<file path="config.mk">
export PLATFORM = sky130hd
export DESIGN_NAME = button_debounce
export DESIGN_NICKNAME = d
export VERILOG_FILES = /design/src/rtl/button_debounce.sv
export SDC_FILE = /design/constraint.sdc
export NUM_CORES = 1
export LEC_CHECK = 0
export ABC_AREA = 0
export CAP_MARGIN = 5
export CELL_PAD_IN_SITES_DETAIL_PLACEMENT = 1
export CELL_PAD_IN_SITES_GLOBAL_PLACEMENT = 2
export CORE_MARGIN = 5
export CORE_UTILIZATION = 36
export DETAILED_ROUTE_END_ITERATION = 8
export GPL_TIMING_DRIVEN = 0
export PLACE_DENSITY = 0.85
export REMOVE_ABC_BUFFERS = 1
export SYNTH_ARGS = -nofsm -noshare
export SYNTH_HDL_FRONTEND = slang
export SYNTH_SLANG_ARGS = --single-unit
</file>
<file path="constraint.sdc">
create_clock -name clk_i -period 2.05 [get_ports clk_i]
set_input_delay 0.205 -clock clk_i [delete_from_list [all_inputs] [get_ports clk_i]]
set_output_delay 0.205 -clock clk_i [all_outputs]
set_load 0.005 [all_outputs]
</file>
<file path="src/rtl/button_debounce.sv">
// Button debouncer: two-flop synchronizer into clk_i, then a four-state debounce FSM.
// Define BUTTON_DEBOUNCE_LONG_PRESS_EN to build the hold counter behind long_press_o.
module button_debounce #(
    parameter int unsigned DEBOUNCE_CYCLES = 200000,
    parameter int unsigned LONG_CYCLES     = 20000000
) (
    input  logic clk_i,
    input  logic rst_ni,
    input  logic btn_ni,
    output logic pressed_o,
    output logic press_o,
    output logic release_o,
    output logic long_press_o
);

    localparam int unsigned     CntW    = $clog2(DEBOUNCE_CYCLES);
    localparam logic [CntW-1:0] CntLast = CntW'(DEBOUNCE_CYCLES - 1);
    localparam logic [CntW-1:0] CntOne  = CntW'(1);

    typedef enum logic [1:0] {
        StReleased,
        StPressPending,
        StPressed,
        StReleasePending
    } state_e;

    state_e          state_q;
    logic [CntW-1:0] cnt_q;
    logic            s1_q;
    logic            s2_q;
    logic            press_done;
    logic            release_done;

    if (DEBOUNCE_CYCLES < 2 || LONG_CYCLES < 1) begin : g_param_check
        $error("button_debounce: need DEBOUNCE_CYCLES >= 2 and LONG_CYCLES >= 1");
    end

    // Both stages reset to the released level so reset never looks like a press.
    always_ff @(posedge clk_i or negedge rst_ni) begin
        if (!rst_ni) begin
            s1_q <= 1'b1;
            s2_q <= 1'b1;
        end else begin
            s1_q <= btn_ni;
            s2_q <= s1_q;
        end
    end

    always_comb begin
        press_done   = (state_q == StPressPending) && !s2_q && (cnt_q == CntLast);
        release_done = (state_q == StReleasePending) && s2_q && (cnt_q == CntLast);
    end

    always_ff @(posedge clk_i or negedge rst_ni) begin
        if (!rst_ni) begin
            state_q   <= StReleased;
            cnt_q     <= '0;
            pressed_o <= 1'b0;
            press_o   <= 1'b0;
            release_o <= 1'b0;
        end else begin
            press_o   <= press_done;
            release_o <= release_done;
            unique case (state_q)
                StReleased: begin
                    if (!s2_q) begin
                        state_q <= StPressPending;
                        cnt_q   <= CntOne;
                    end
                end
                StPressPending: begin
                    if (s2_q) begin
                        state_q <= StReleased;
                        cnt_q   <= '0;
                    end else if (press_done) begin
                        state_q   <= StPressed;
                        cnt_q     <= '0;
                        pressed_o <= 1'b1;
                    end else begin
                        cnt_q <= cnt_q + CntOne;
                    end
                end
                StPressed: begin
                    if (s2_q) begin
                        state_q <= StReleasePending;
                        cnt_q   <= CntOne;
                    end
                end
                StReleasePending: begin
                    if (!s2_q) begin
                        state_q <= StPressed;
                        cnt_q   <= '0;
                    end else if (release_done) begin
                        state_q   <= StReleased;
                        cnt_q     <= '0;
                        pressed_o <= 1'b0;
                    end else begin
                        cnt_q <= cnt_q + CntOne;
                    end
                end
            endcase
        end
    end

`ifdef BUTTON_DEBOUNCE_LONG_PRESS_EN
    localparam int unsigned      HoldW    = $clog2(LONG_CYCLES + 1);
    localparam logic [HoldW-1:0] HoldMax  = HoldW'(LONG_CYCLES);
    localparam logic [HoldW-1:0] HoldLast = HoldW'(LONG_CYCLES - 1);
    localparam logic [HoldW-1:0] HoldOne  = HoldW'(1);

    logic [HoldW-1:0] hold_q;

    // hold only clears when a press is accepted, so saturation blocks a second pulse
    // even if the release debounce bounces back to the held state.
    always_ff @(posedge clk_i or negedge rst_ni) begin
        if (!rst_ni) begin
            hold_q       <= '0;
            long_press_o <= 1'b0;
        end else begin
            long_press_o <= pressed_o && (hold_q == HoldLast) && !release_done;
            if (press_done) begin
                hold_q <= '0;
            end else if (pressed_o && (hold_q != HoldMax)) begin
                hold_q <= hold_q + HoldOne;
            end
        end
    end
`else
    assign long_press_o = 1'b0;
`endif

endmodule

</file>
==> flow_summary_export.csv <==
group,metric,value,unit
synth,synth-seq-area-share,0.476,
floorplan,die_area,4970,um2
clock_tree,clk_pin_slew_worst_paths,90,ps
pwr,leakage,0.620,nW
cells_and_area,stdcell_count,200,
cells_and_area,fin_nets,157,
hold_path,hp-class,"primary input to async pin",
clock_tree,cts.sinks,25,
placed_design,place_hpwl,2290,um
grt,grt_pass1_wl,5750,um
pwr,vdd.ir_drop.worst,0.398,mV
sta,fin_ws,59.9,ps
critical_path,reg2reg_depth,5,
routing,first_iter_violations,36,
floorplan,fp.dieH,70.5,um
pwr,combPwrFrac,0.324,
cells_and_area,drive_gt1_frac,0.105,
critical_path,critPathCaptureType,"register",
routing,antenna_left,0,
critical_path,slowest_delay,570,ps
pwr,p_clk_frac,0.221,
clock_tree,cts_tree,"done",
routing,first_pass_iters,4,
placed_design,io_buffer_count,5,
synth,syn_inst,145,
grt,grt_max_degree,26,
sta,fmax,0.502,GHz
job,drv_cap,0,
sta,rsz0062_at_grt,"true",
critical_path,crit_chain,"or4b_4 -> nor3_4 -> a21oi_4 -> and3_1 -> a221o_1",
critical_path,reg2reg_slack,60,ps
cells_and_area,num_antenna_cells,0,
clock_tree,htree_num_levels,1,
synth,ys_warn_count,0,
synth,yosys.cell_types.count,38,
grt,grt_usage,0.145,
placed_design,routabilityCongestion,0.850,
clock_tree,cts_buffer_depth,2,
placed_design,place_area,1410,um2
routing,wl,3270,um
sta,period_minus_slack,1990,ps
critical_path,cp.arrival,2140,ps
sta,slew_viol_final,0,
sta,setup_viol,0,
floorplan,start_util,0.366,
synth,synth_seq_cells,25,
pwr,p_sw,0.000516,W
outcome,status,"complete, no violations",
floorplan,die_w,70.5,um
placed_design,pre_cts_ws,-113,ps
sta,relSlewSlack,0.501,
critical_path,worst_ep_required_time,2200,ps
sta,worst_pin_slew,748,ps
cells_and_area,finalInstanceArea,1510,um2
placed_design,dpl.cell_count,194,
floorplan,num_io_pins,7,
pwr,power_density,890,nW/um2
floorplan,rows,22,
critical_path,crit_type,"register to register",
grt,grt_pass1_vias,1220,
routing,wl_per_cell,16.4,um
grt,grt_overflow,0,
routing,drc,0,
pwr,seqPwrFrac,0.455,
critical_path,crit_slowest_cell,"or4b_4",
synth,ys_async_sr_fraction,1.00,
sta,finalClockSkew,2.16,ps
synth,netlist_area,1320,um2
clock_tree,postCtsHoldBufs,0,
critical_path,cp_max_fo,16,
clock_tree,worstSkewPairLatency,270,ps
clock_tree,ctsRootBufferMaster,"clkbuf_8",
cells_and_area,areaGrowthSynthToFinish,14.1,%
sta,hold_ws,330,ps
routing,via_per_inst,5.68,
synth,synth_edf_count,0,
sta,setup-tns-final,0,ps
sta,hold_violations,0,
grt,antenna_found_initial,0,
critical_path,critPathLaunchType,"register",
floorplan,core_area,3610,um2
synth,synth_ff_type,"dfrtp_1",
pwr,switching_share,0.385,
routing,vias,1135,
synth,avgSynthCellArea,9.09,um2
clock_tree,cts_made_buffers,3,
sta,fin_crit_sh,0.971,
pwr,intPower,0.000824,W
-- critical path: cells and delay by family (launching register included) --
kind / cells / cell delay, ps
flip-flops: 1 / 460
AO/OA/AOI/OAI: 2 / 440
AND/OR/NAND/NOR: 3 / 980
-- registers in the layout, indices dropped and copies added (netlist names), named ones only --
register,count
cnt_q,18
s1_q,1
pressed_o,1
state_q,1
s2_q,1
press_o,1
release_o,1
-- layout by cell type, fill, tap and decap left out, types with 2 or more instances in the layout --
cell / instances
a221o_1: 2
nand4_1: 7
nor2_1: 7
dfrtp_1: 23
dfstp_2: 2
a211o_1: 2
nor4_1: 3
clkdlybuf4s50_1: 5
nand2_1: 17
nor3_1: 5
a21oi_1: 10
inv_1: 6
nand3_1: 10
and2_1: 2
nor2_2: 2
o21ai_0: 8
clkbuf_8: 3
a31oi_1: 2
or3_1: 5
o21ai_1: 4
and3_1: 6
-- power groups by stage --
stage,clock network [W],registers (W),logic (W)
2_1_floorplan,0,0.000597,0.000276
3_3_place_gp,0,0.000611,0.000392
3_5_place_dp,0,0.000614,0.000406
4_1_cts,0.000307,0.000606,0.000414
5_1_grt,0.000336,0.000617,0.000491
6_report,0.000296,0.000609,0.000434
-- routing by layer --
layer	global-route usage	share of wire	vias up
li1	-	-	549
met1	0.178	0.47	577
met2	0.258	0.50	5
met3	0.0360	0.020	4
met4	0.0255	0.0064	0
met5	0	0	-
-- layout make-up --
class	instances	area [um2]
Inverter	6	22.5
Sequential cell	25	628
Clock buffer	4	45.0
Fill cell	429	2100
Tap cell	48	60.1
Multi-Input combinational cell	110	664
Timing Repair Buffer	7	85.1
-- final timing paths --
check | startpoint | to
worst min register to register | s1_q$_DFF_PN1_ | s2_q$_DFF_PN1_
worst min-delay path | rst_ni | cnt_q[5]$_DFFE_PN0P_
worst max-delay path | cnt_q[7]$_DFFE_PN0P_ | cnt_q[13]$_DFFE_PN0P_
max in group asynchronous | rst_ni | s2_q$_DFF_PN1_
min in group clk_i | s1_q$_DFF_PN1_ | s2_q$_DFF_PN1_
worst max register to register | cnt_q[7]$_DFFE_PN0P_ | cnt_q[13]$_DFFE_PN0P_
-- cells by family after synthesis --
group,synth area share
fa+ha+maj,0.00949
xor+xnor,0.0190
flops,0.476
simple gates,0.300
other cells,0.00284
buf+inv,0.0332
compound gates,0.159
-- repair_timing --
action | 4_1_cts | 5_1_grt
setup endpoints to repair | 11 | 8
gates resized for setup | 2 | 2
hold endpoints to repair | 0 | 0
buffers inserted | 0 | 1
-- stage by stage --
step / util / total power, W
2_1_floorplan: - / 0.000873
3_3_place_gp: 0.390 / 0.00100
3_5_place_dp: 0.390 / 0.00102
4_1_cts: 0.406 / 0.00133
5_1_grt: 0.417 / 0.00144
6_report: 0.417 / 0.00134
-- cell usage after synthesis (2+ instances only) --
master    n  area (um2)
nor4_1    3        18.8
and2_1    2        12.5
inv_1     6        22.5
nand4_1   7        43.8
a221o_1   2        20.0
nor3_1    6        30.0
nand3_1  10        50.1
a31oi_1   2        12.5
buf_2     2        10.0
o21ai_0   8        40.0
nor2_1    8        30.0
dfstp_2   2        52.6
a211o_1   2        17.5
dfrtp_1  23         576
nand2_1  18        67.6
a21oi_1  10        50.1
and3_1    6        37.5
or3_1     5        31.3
o21ai_1   4        20.0
Note: power is estimated with default switching activity, not from simulation.
